--- src/rtl/trace_pkg.sv ---
// Shared types and sizing for the pipeline tag tracker.
// Tags follow each instruction slot from decode through writeback.
package trace_pkg;

  localparam int MAX_ID_DEF = 71;
  localparam int ID_W_DEF   = 7;
  localparam int RET_W      = 32;
  localparam int HAZ_W      = 16;
  localparam int CYC_W      = 32;

  typedef struct packed {
    logic                valid;
    logic [ID_W_DEF-1:0] id;
  } tag_t;

endpackage

--- src/rtl/pipeline_tracker_if.sv ---
// Hazard controls in, per-stage tags and statistics out.
// master drives the hazards, slave is the tracker.
interface pipeline_tracker_if
  import trace_pkg::*;
#(
  parameter int ID_W = ID_W_DEF
) ();

  logic             stall;
  logic             flush;
  logic             halt;
  logic             fetch_valid;
  logic [ID_W-1:0]  fetch_id;
  logic             decode_valid;
  logic [ID_W-1:0]  decode_id;
  logic             execute_valid;
  logic [ID_W-1:0]  execute_id;
  logic             memory_valid;
  logic [ID_W-1:0]  memory_id;
  logic             wb_valid;
  logic [ID_W-1:0]  wb_id;
  logic             drained;
  logic [RET_W-1:0] retired_cnt;
  logic [HAZ_W-1:0] stall_cnt;
  logic [HAZ_W-1:0] squash_cnt;
  logic [CYC_W-1:0] cycle_cnt;

  modport master (
    output stall, flush, halt,
    input  fetch_valid, fetch_id,
    input  decode_valid, decode_id,
    input  execute_valid, execute_id,
    input  memory_valid, memory_id,
    input  wb_valid, wb_id,
    input  drained, retired_cnt,
    input  stall_cnt, squash_cnt, cycle_cnt
  );

  modport slave (
    input  stall, flush, halt,
    output fetch_valid, fetch_id,
    output decode_valid, decode_id,
    output execute_valid, execute_id,
    output memory_valid, memory_id,
    output wb_valid, wb_id,
    output drained, retired_cnt,
    output stall_cnt, squash_cnt, cycle_cnt
  );

endinterface

--- src/rtl/pipe_tag_reg.sv ---
// One pipeline tag register with hold and bubble controls.
// Hold wins over bubble; a bubble clears valid but keeps the id.
module pipe_tag_reg
  import trace_pkg::*;
#(
  parameter type tag_T = tag_t
) (
  input  logic clk,
  input  logic rst_n,
  input  logic hold,
  input  logic bubble,
  input  tag_T d,
  output tag_T q
);

  always_ff @(posedge clk) begin
    if (!rst_n) begin
      q <= '0;
    end else if (hold) begin
      q <= q;
    end else if (bubble) begin
      q.valid <= 1'b0;
    end else begin
      q <= d;
    end
  end

endmodule

--- src/rtl/pipeline_tracker.sv ---
// Tracks instruction sequence ids through a 5-stage pipeline.
// Fetch is combinational from next_id; D/E/M/W are tag registers.
module pipeline_tracker
  import trace_pkg::*;
#(
  parameter int MAX_ID = MAX_ID_DEF,
  parameter int ID_W   = ID_W_DEF
) (
  input logic              clk,
  input logic              rst_n,
  pipeline_tracker_if.slave bus
);

  typedef struct packed {
    logic            valid;
    logic [ID_W-1:0] id;
  } stag_t;

  logic [ID_W-1:0]  next_id;
  logic [ID_W-1:0]  id_inc;
  logic             halt_q;
  logic             drained;
  logic             advance;
  logic             squash;
  logic             any_valid;
  logic [RET_W-1:0] retired_cnt;
  logic [HAZ_W-1:0] stall_cnt;
  logic [HAZ_W-1:0] squash_cnt;
  logic [CYC_W-1:0] cycle_cnt;
  stag_t            f_tag;
  stag_t            d_q;
  stag_t            e_q;
  stag_t            m_q;
  stag_t            w_q;

  assign advance   = !halt_q && !bus.stall;
  assign squash    = bus.flush && !bus.stall;
  assign any_valid = d_q.valid | e_q.valid
                   | m_q.valid | w_q.valid;
  assign id_inc    = (next_id == ID_W'(MAX_ID))
                   ? '0 : next_id + ID_W'(1);

  // Flush lands a squashed slot in D; its id is still consumed.
  assign f_tag.valid = !halt_q && !bus.flush;
  assign f_tag.id    = next_id;

  always_ff @(posedge clk) begin
    if (!rst_n) begin
      next_id     <= '0;
      halt_q      <= 1'b0;
      drained     <= 1'b0;
      retired_cnt <= '0;
      stall_cnt   <= '0;
      squash_cnt  <= '0;
      cycle_cnt   <= '0;
    end else begin
      if (advance) next_id <= id_inc;
      if (bus.halt) halt_q <= 1'b1;
      drained   <= halt_q && !any_valid;
      cycle_cnt <= cycle_cnt + 1'b1;
      if (w_q.valid)
        retired_cnt <= retired_cnt + 1'b1;
      if (bus.stall && stall_cnt != '1)
        stall_cnt <= stall_cnt + 1'b1;
      if (squash && squash_cnt != '1)
        squash_cnt <= squash_cnt + 1'b1;
    end
  end

  pipe_tag_reg #(.tag_T(stag_t)) u_d (
    .clk    (clk),
    .rst_n  (rst_n),
    .hold   (bus.stall),
    .bubble (1'b0),
    .d      (f_tag),
    .q      (d_q)
  );

  pipe_tag_reg #(.tag_T(stag_t)) u_e (
    .clk    (clk),
    .rst_n  (rst_n),
    .hold   (1'b0),
    .bubble (bus.stall),
    .d      (d_q),
    .q      (e_q)
  );

  pipe_tag_reg #(.tag_T(stag_t)) u_m (
    .clk    (clk),
    .rst_n  (rst_n),
    .hold   (1'b0),
    .bubble (1'b0),
    .d      (e_q),
    .q      (m_q)
  );

  pipe_tag_reg #(.tag_T(stag_t)) u_w (
    .clk    (clk),
    .rst_n  (rst_n),
    .hold   (1'b0),
    .bubble (1'b0),
    .d      (m_q),
    .q      (w_q)
  );

  assign bus.fetch_valid   = !halt_q;
  assign bus.fetch_id      = next_id;
  assign bus.decode_valid  = d_q.valid;
  assign bus.decode_id     = d_q.id;
  assign bus.execute_valid = e_q.valid;
  assign bus.execute_id    = e_q.id;
  assign bus.memory_valid  = m_q.valid;
  assign bus.memory_id     = m_q.id;
  assign bus.wb_valid      = w_q.valid;
  assign bus.wb_id         = w_q.id;
  assign bus.drained       = drained;
  assign bus.retired_cnt   = retired_cnt;
  assign bus.stall_cnt     = stall_cnt;
  assign bus.squash_cnt    = squash_cnt;
  assign bus.cycle_cnt     = cycle_cnt;

endmodule

--- src/flat_wrapper.sv ---
// flat-port wrapper written by rule: the top's interface ports become plain ports
module pipeline_tracker_flat import trace_pkg::*;
#(
  parameter int MAX_ID = MAX_ID_DEF,
  parameter int ID_W   = ID_W_DEF
)
  (clk, rst_n, bus_stall, bus_flush, bus_halt, bus_fetch_valid, bus_fetch_id, bus_decode_valid, bus_decode_id, bus_execute_valid, bus_execute_id, bus_memory_valid, bus_memory_id, bus_wb_valid, bus_wb_id, bus_drained, bus_retired_cnt, bus_stall_cnt, bus_squash_cnt, bus_cycle_cnt);
  pipeline_tracker_if #(.ID_W(ID_W)) bus_i ();
  input logic clk;
  input logic rst_n;
  input wire logic [$bits(bus_i.stall)-1:0] bus_stall;
  input wire logic [$bits(bus_i.flush)-1:0] bus_flush;
  input wire logic [$bits(bus_i.halt)-1:0] bus_halt;
  output wire logic [$bits(bus_i.fetch_valid)-1:0] bus_fetch_valid;
  output wire logic [$bits(bus_i.fetch_id)-1:0] bus_fetch_id;
  output wire logic [$bits(bus_i.decode_valid)-1:0] bus_decode_valid;
  output wire logic [$bits(bus_i.decode_id)-1:0] bus_decode_id;
  output wire logic [$bits(bus_i.execute_valid)-1:0] bus_execute_valid;
  output wire logic [$bits(bus_i.execute_id)-1:0] bus_execute_id;
  output wire logic [$bits(bus_i.memory_valid)-1:0] bus_memory_valid;
  output wire logic [$bits(bus_i.memory_id)-1:0] bus_memory_id;
  output wire logic [$bits(bus_i.wb_valid)-1:0] bus_wb_valid;
  output wire logic [$bits(bus_i.wb_id)-1:0] bus_wb_id;
  output wire logic [$bits(bus_i.drained)-1:0] bus_drained;
  output wire logic [$bits(bus_i.retired_cnt)-1:0] bus_retired_cnt;
  output wire logic [$bits(bus_i.stall_cnt)-1:0] bus_stall_cnt;
  output wire logic [$bits(bus_i.squash_cnt)-1:0] bus_squash_cnt;
  output wire logic [$bits(bus_i.cycle_cnt)-1:0] bus_cycle_cnt;
  assign bus_i.stall = bus_stall;
  assign bus_i.flush = bus_flush;
  assign bus_i.halt = bus_halt;
  assign bus_fetch_valid = bus_i.fetch_valid;
  assign bus_fetch_id = bus_i.fetch_id;
  assign bus_decode_valid = bus_i.decode_valid;
  assign bus_decode_id = bus_i.decode_id;
  assign bus_execute_valid = bus_i.execute_valid;
  assign bus_execute_id = bus_i.execute_id;
  assign bus_memory_valid = bus_i.memory_valid;
  assign bus_memory_id = bus_i.memory_id;
  assign bus_wb_valid = bus_i.wb_valid;
  assign bus_wb_id = bus_i.wb_id;
  assign bus_drained = bus_i.drained;
  assign bus_retired_cnt = bus_i.retired_cnt;
  assign bus_stall_cnt = bus_i.stall_cnt;
  assign bus_squash_cnt = bus_i.squash_cnt;
  assign bus_cycle_cnt = bus_i.cycle_cnt;
  pipeline_tracker #(.MAX_ID(MAX_ID), .ID_W(ID_W)) u_core (.clk(clk), .rst_n(rst_n), .bus(bus_i));
endmodule
--- config.mk ---
export PLATFORM = sky130hd
export DESIGN_NAME = pipeline_tracker_flat
export DESIGN_NICKNAME = d
export VERILOG_FILES = /design/src/rtl/trace_pkg.sv /design/src/rtl/pipeline_tracker_if.sv /design/src/rtl/pipe_tag_reg.sv /design/src/rtl/pipeline_tracker.sv /design/src/flat_wrapper.sv
export SDC_FILE = /design/constraint.sdc
export NUM_CORES = 1
export LEC_CHECK = 0
export CORE_UTILIZATION = 46
export DETAILED_ROUTE_END_ITERATION = 8
export PLACE_DENSITY = 0.75
export SYNTH_ARGS = -nofsm -noshare
export SYNTH_HDL_FRONTEND = slang
export SYNTH_SLANG_ARGS = --single-unit
--- constraint.sdc ---
create_clock -name clk -period 5.2 [get_ports clk]
set_input_delay 1.04 -clock clk [delete_from_list [all_inputs] [get_ports clk]]
set_output_delay 1.04 -clock clk [all_outputs]
set_load 0.05 [all_outputs]
==> results.ini, run 1 <==
[timing]
grt_setup_unrepaired = false
fin_tns_setup_ps = 0
fmax_mhz = 351
final_cycle_share_pct = 54.8
worst_pin_slew_ps = 969
period_minus_slack_ps = 2850
timing_max_transition_violations_final = 0
setup_viol = 0
slew_headroom_pct = 34.8
final_worst_clock_skew_ps = 6.63
hold_viol = 0

[route]
wirelength_routed_um = 15500
post_drt_via_cell_ratio = 5.66
routedWlPerCell_um = 15.6
postRouteAntennaNets = 0
num_vias = 5630
remaining_drc_errors = 0
drt_pre_antenna_iters = 5
drt_first_iter_violations = 455

[grt]
grt_antenna_before_repair = 0
global_route.overflow_total = 0
first_global_vias = 5275
grt_usage_pct = 24.0
grt_first_pass_wirelength_um = 25600
grt_max_degree = 53

[die]
initial_utilization_pct = 47.6
number_of_placement_rows = 41
core_box_area_sq_um = 12800
pin_count = 142
floorplan.die_area_sq_um = 13700
floorplan.die.width_um = 117
vertical_die_dimension_um = 117

[power]
leakagePower_nw = 2.71
power-per-cell-area_nw_per_um2 = 296
irDropWorstVdd_v = 0.000178
p_total_mw = 2.42

[cells_and_area]
layout-area-overhead-vs-synth_pct = 34.4
most-common-layout-cells = sky130_fd_sc_hd__clkdlybuf4s50_1 (140), sky130_fd_sc_hd__dfxtp_1 (137), sky130_fd_sc_hd__nor2_1 (59)
antennaDiodeCount = 0
fillCellCount = 1049
layout-drive-gt1-share_pct = 5.71
mostFrequentLayoutCell = sky130_fd_sc_hd__clkdlybuf4s50_1
design.final.nets = 820

[placed_design]
port_buffers = 141
globalplace.congestion = 0.813
hpwl_um = 10800

[clocking]
post_cts.resized_instances = 0
ctsLongestPathBuffers = 2
tritoncts = built
cts-buffers-inserted = 17
post_cts.repair.setup_buffers = 0
clk_transition_reported_paths_ps = 50
cts_hold_buffers = 0
cts_sinks = 137
worstSkewPairLatency_ps = 420
htreeDepth = 4
clockRootBuffer = sky130_fd_sc_hd__clkbuf_16

[logic_synthesis]
post_synthesis_instance_area_sq_um = 6080
synth.ff_latch_count = 137
synth.yosys.warnings = 0
synth_cell_types = 47
synth.avg_cell_area_sq_um = 8.87
synthesis.instances = 685
synth.net_count = 695
ys_seq_area_share_pct = 45.1

[critical_path]
worst-endpoint-arrival_ps = 1810
crit_slowest_cell = sky130_fd_sc_hd__clkdlybuf4s50_1
critical_path.endpoint_type = output port
setup.worst_path.class = reg2out
critical_path.startpoint_type = flip-flop
critPathMaxFanout = 8
critical_path.n_buffers_inverters = 1
path_cells = clkdlybuf4s50_1
critical-path-max-stage-delay_ps = 870
critical_path_required_ps = 4160
critical_path.top_delay_family = buffers and inverters

[run_status]
status = finished, final reports clean

[job]
timing.max_cap.violations = 0

[worst_hold_path]
hold_path_class = reg2reg

## final cells by class
cell class              count  area (sq um)  area share, %
clock buffers              24           502           6.14
clock inverters             8           115           1.41
inverters                  15          56.3          0.689
multi-input cells         493          3090           37.9
flip-flops and latches    137          2740           33.6
well taps                 172           215           2.64
repair buffers            146          1440           17.7
## logic make-up after synthesis
group | after synthesis | synth area share (%)
and+or+nand+nor | 314 | 29.2
DFF | 137 | 45.1
AOI/OAI and AO/OA | 116 | 11.8
buffers and inverters | 55 | 3.99
xor gates and xnor gates | 33 | 4.76
muxes | 25 | 4.12
adders and majority gates | 5 | 1.03
## sequential cells by signal (all words and copies together) (netlist names), 7 cells and up
register,flops
u_core.bus.cycle_cnt,32
u_core.bus.retired_cnt,32
u_core.bus.squash_cnt,16
u_core.bus.stall_cnt,16
u_core.u_d.q,8
u_core.u_e.q,8
u_core.u_m.q,8
u_core.u_w.q,8
u_core.bus.fetch_id,7
## per-stage QoR
step | cell area, sq um | hold slack [ps] | setup WS [ps] | utilization (%) | std cells
final | 8170 | 462 | 2350 | 63.9 | 995
after global routing | 8170 | 487 | 2270 | 63.9 | 995
after CTS | 8170 | 466 | 2330 | 63.9 | 995
after detailed placement | 7550 | 450 | 2050 | 59.1 | 963
after global placement | 7550 | 440 | 2100 | 59.1 | 963
after floorplan | 6080 | 491 | 2670 | - | 685
## cell usage after synthesis, drive strengths merged
| library cell | instances | area [sq um] |
|---|---|---|
| nor4 | 15 | 93.8 |
| nand4bb | 2 | 22.5 |
| nor4bb | 1 | 10.0 |
| a21oi | 49 | 245 |
| xor2 | 19 | 166 |
| o211a | 2 | 20.0 |
| clkbuf | 27 | 101 |
| nand4b | 2 | 17.5 |
| nor3b | 1 | 7.51 |
| and4b | 1 | 10.0 |
| a211oi | 1 | 7.51 |
| o211ai | 4 | 30.0 |
| nor4b | 1 | 8.76 |
| o31ai | 26 | 195 |
| and2 | 24 | 150 |
| a31o | 1 | 8.76 |
| buf | 13 | 85.1 |
| dfxtp | 137 | 2740 |
| nand2b | 10 | 62.6 |
| a31oi | 2 | 12.5 |
| or3 | 16 | 100 |
| nor3 | 13 | 65.1 |
| or2 | 4 | 25.0 |
| and3 | 4 | 25.0 |
| nor2 | 59 | 221 |
| nand3 | 35 | 175 |
| o2111ai | 1 | 8.76 |
| ha | 5 | 62.6 |
| o41ai | 7 | 61.3 |
| o21ai | 20 | 100 |
| o311ai | 3 | 26.3 |
| nand4 | 31 | 230 |
| or4 | 29 | 221 |
| xnor2 | 14 | 123 |
| inv | 15 | 56.3 |
| nand2 | 50 | 188 |
| and4 | 15 | 133 |
| mux2i | 25 | 250 |
| nand3b | 1 | 7.51 |
## where the power goes
group / switching, mW / total, mW / internal [mW]
clock: 0.435 / 1.25 / 0.814
sequential: 0.0122 / 1.07 / 1.06
combinational: 0.0683 / 0.0992 / 0.0308
total: 0.515 / 2.42 / 1.90
## metal layers
metal	track usage [%]	wire [um]	vias up
li1	-	-	2781
met1	30.0	6800	2668
met2	39.2	7560	160
met3	6.13	869	21
met4	10.7	263	0
met5	0	0	-
## path summary, 6_finish.rpt
path                                   from  slack, ps                          to  cells after the start
setup / recovery            u_core.u_w.q[7]       2350                bus_wb_valid                      1
hold / removal              u_core.u_m.q[6]        460             u_core.u_w.q[6]                      1
setup reg to reg  u_core.bus.retired_cnt[0]       3070  u_core.bus.retired_cnt[18]                      5
hold reg to reg             u_core.u_m.q[6]        460             u_core.u_w.q[6]                      1
No activity file was read; power rests on OpenSTA's default activity.
==> run 2: changes to the inputs <==
- clock period: 5.2 -> 2.82 ns (I/O delays scaled with it)
==> run 2 against run 1 <==
Flip-flop and latch count unchanged. Non-clock buffer count grew 3. Core utilization fell by 0.68 points. Combinational power up 88%. Via count grew 1.2%. Sequential share of layout area rose by 0.36 points. Critical path depth did not move. Register-to-register slack worse by 2400 ps. Clock-buffer cell count shrank 1. Critical path type unchanged. Largest power group is now registers.
==> results.ini, run 2 (synthesis results as in run 1) <==
[power]
clockPowerShare_pct = 47.7
seq_power_share_pct = 47.8
leakagePower_nw = 2.67
sw_share_pct = 22.1
irDropWorstVdd_v = 0.000379
power-per-cell-area_nw_per_um2 = 511
netSwitchingPower_mw = 0.912
combinational_power_share_pct = 4.5
intPower_mw = 3.22

[timing]
slew_headroom_pct = 53.5
worst_pin_slew_ps = 692
final_worst_clock_skew_ps = 7.38
timing_max_transition_violations_final = 0
fin_tns_setup_ps = 0
period_minus_slack_ps = 2400
setup_viol = 0
fmax_mhz = 417
finalWorstSetupSlack_ps = 423
final_cycle_share_pct = 85.0
hold_viol = 0
grt_setup_unrepaired = false

[grt]
grt_max_degree = 53
grt_usage_pct = 23.3
grt.busiest_layer = met2
global_route.usage.met1_pct = 29.2
first_global_vias = 5124
global_route.usage.met3_pct = 5.36
grt_antenna_before_repair = 0
grt_first_pass_wirelength_um = 25000
global_route.overflow_total = 0
grtUsageMet2_pct = 38.1

[placed_design]
port_buffers = 141
hpwl_um = 10900
globalplace.congestion = 0.876
dpl_worst_slack_ps = 164

[route]
drt_pre_antenna_iters = 5
remaining_drc_errors = 0
postRouteAntennaNets = 0
routedWlPerCell_um = 15.8
post_drt_via_cell_ratio = 5.73
wirelength_routed_um = 15700
num_vias = 5698
drt_first_iter_violations = 499

[critical_path]
path_cells = clkdlybuf4s50_1
critical-path-max-stage-delay_ps = 880
setup.worst_path.class = reg2out
critical_path_required_ps = 2260
critical_path.top_delay_family = buffers and inverters
worst-path-stages = 1
critPathMaxFanout = 8
worst-endpoint-arrival_ps = 1830
critical_path.n_buffers_inverters = 1
critical_path.startpoint_type = flip-flop
crit_slowest_cell = sky130_fd_sc_hd__clkdlybuf4s50_1
rr_worst_depth = 4
critical_path.endpoint_type = output port

[die]
initial_utilization_pct = 47.6
pin_count = 142
floorplan.die.width_um = 117
core_box_area_sq_um = 12800
floorplan.die_area_sq_um = 13700
number_of_placement_rows = 41
vertical_die_dimension_um = 117

[clocking]
post_cts.resized_instances = 0
post_cts.repair.setup_buffers = 0
clk_transition_reported_paths_ps = 50
tritoncts = built
htreeDepth = 4
clockRootBuffer = sky130_fd_sc_hd__clkbuf_16
cts-buffers-inserted = 17
ctsLongestPathBuffers = 2
worstSkewPairLatency_ps = 410
cts_sinks = 137
cts_hold_buffers = 0

[cells_and_area]
layout-area-overhead-vs-synth_pct = 33.0
most-common-layout-cells = sky130_fd_sc_hd__clkdlybuf4s50_1 (140), sky130_fd_sc_hd__dfxtp_1 (137), sky130_fd_sc_hd__nor2_1 (59)
fillCellCount = 1037
reg.largest.list = u_core.bus.cycle_cnt x32, u_core.bus.retired_cnt x32
mostFrequentLayoutCell = sky130_fd_sc_hd__clkdlybuf4s50_1
design.final.nets = 823
layout-drive-gt1-share_pct = 5.23
antennaDiodeCount = 0

[worst_hold_path]
worst_hold_path.num_cells = 1
hold_path_class = reg2reg

[job]
timing.max_cap.violations = 0

[run_status]
status = finished, final reports clean

## run 2: layer usage
layer	share of wire [%]	vias up
met3	5.3	23
li1	-	2779
met1	45	2721
met2	48	175
met5	0	-
met4	1.7	0
## run 2: path summary, 6_finish.rpt
kind	start	end	slack (ps)
min reg2reg	u_core.u_m.q[3]	u_core.u_w.q[3]	460
max	u_core.u_w.q[7]	bus_wb_valid	420
min	u_core.u_m.q[3]	u_core.u_w.q[3]	460
max reg2reg	u_core.bus.squash_cnt[5]	u_core.bus.squash_cnt[13]	670
## run 2: metrics by stage
step	instances	total power, mW	cell area [sq um]	utilization (%)	hold WS, ps
after floorplan	685	2.14	6080	-	491
after global placement	966	2.20	7570	59.3	439
after detailed placement	966	2.20	7570	59.3	449
after CTS	994	4.17	8080	63.3	462
after global routing	994	4.27	8080	63.3	475
final	994	4.13	8080	63.3	455
## run 2: area by class of cell
cell class | count | area (sq um) | area share, %
Timing Repair Buffer | 149 | 1470 | 18.1
Inverter | 15 | 56.3 | 0.697
Clock buffer | 23 | 458 | 5.67
Sequential cell | 137 | 2740 | 33.9
Clock inverter | 5 | 50.0 | 0.619
Multi-Input combinational cell | 493 | 3090 | 38.3
Tap cell | 172 | 215 | 2.66
## run 2: power groups by stage
stage	Clock [mW]	Sequential [mW]	Combinational [mW]
after floorplan	0	2.05	0.0885
after global placement	0	2.01	0.183
after detailed placement	0	2.02	0.186
after CTS	2.01	1.97	0.188
after global routing	2.09	1.98	0.200
final	1.97	1.97	0.186
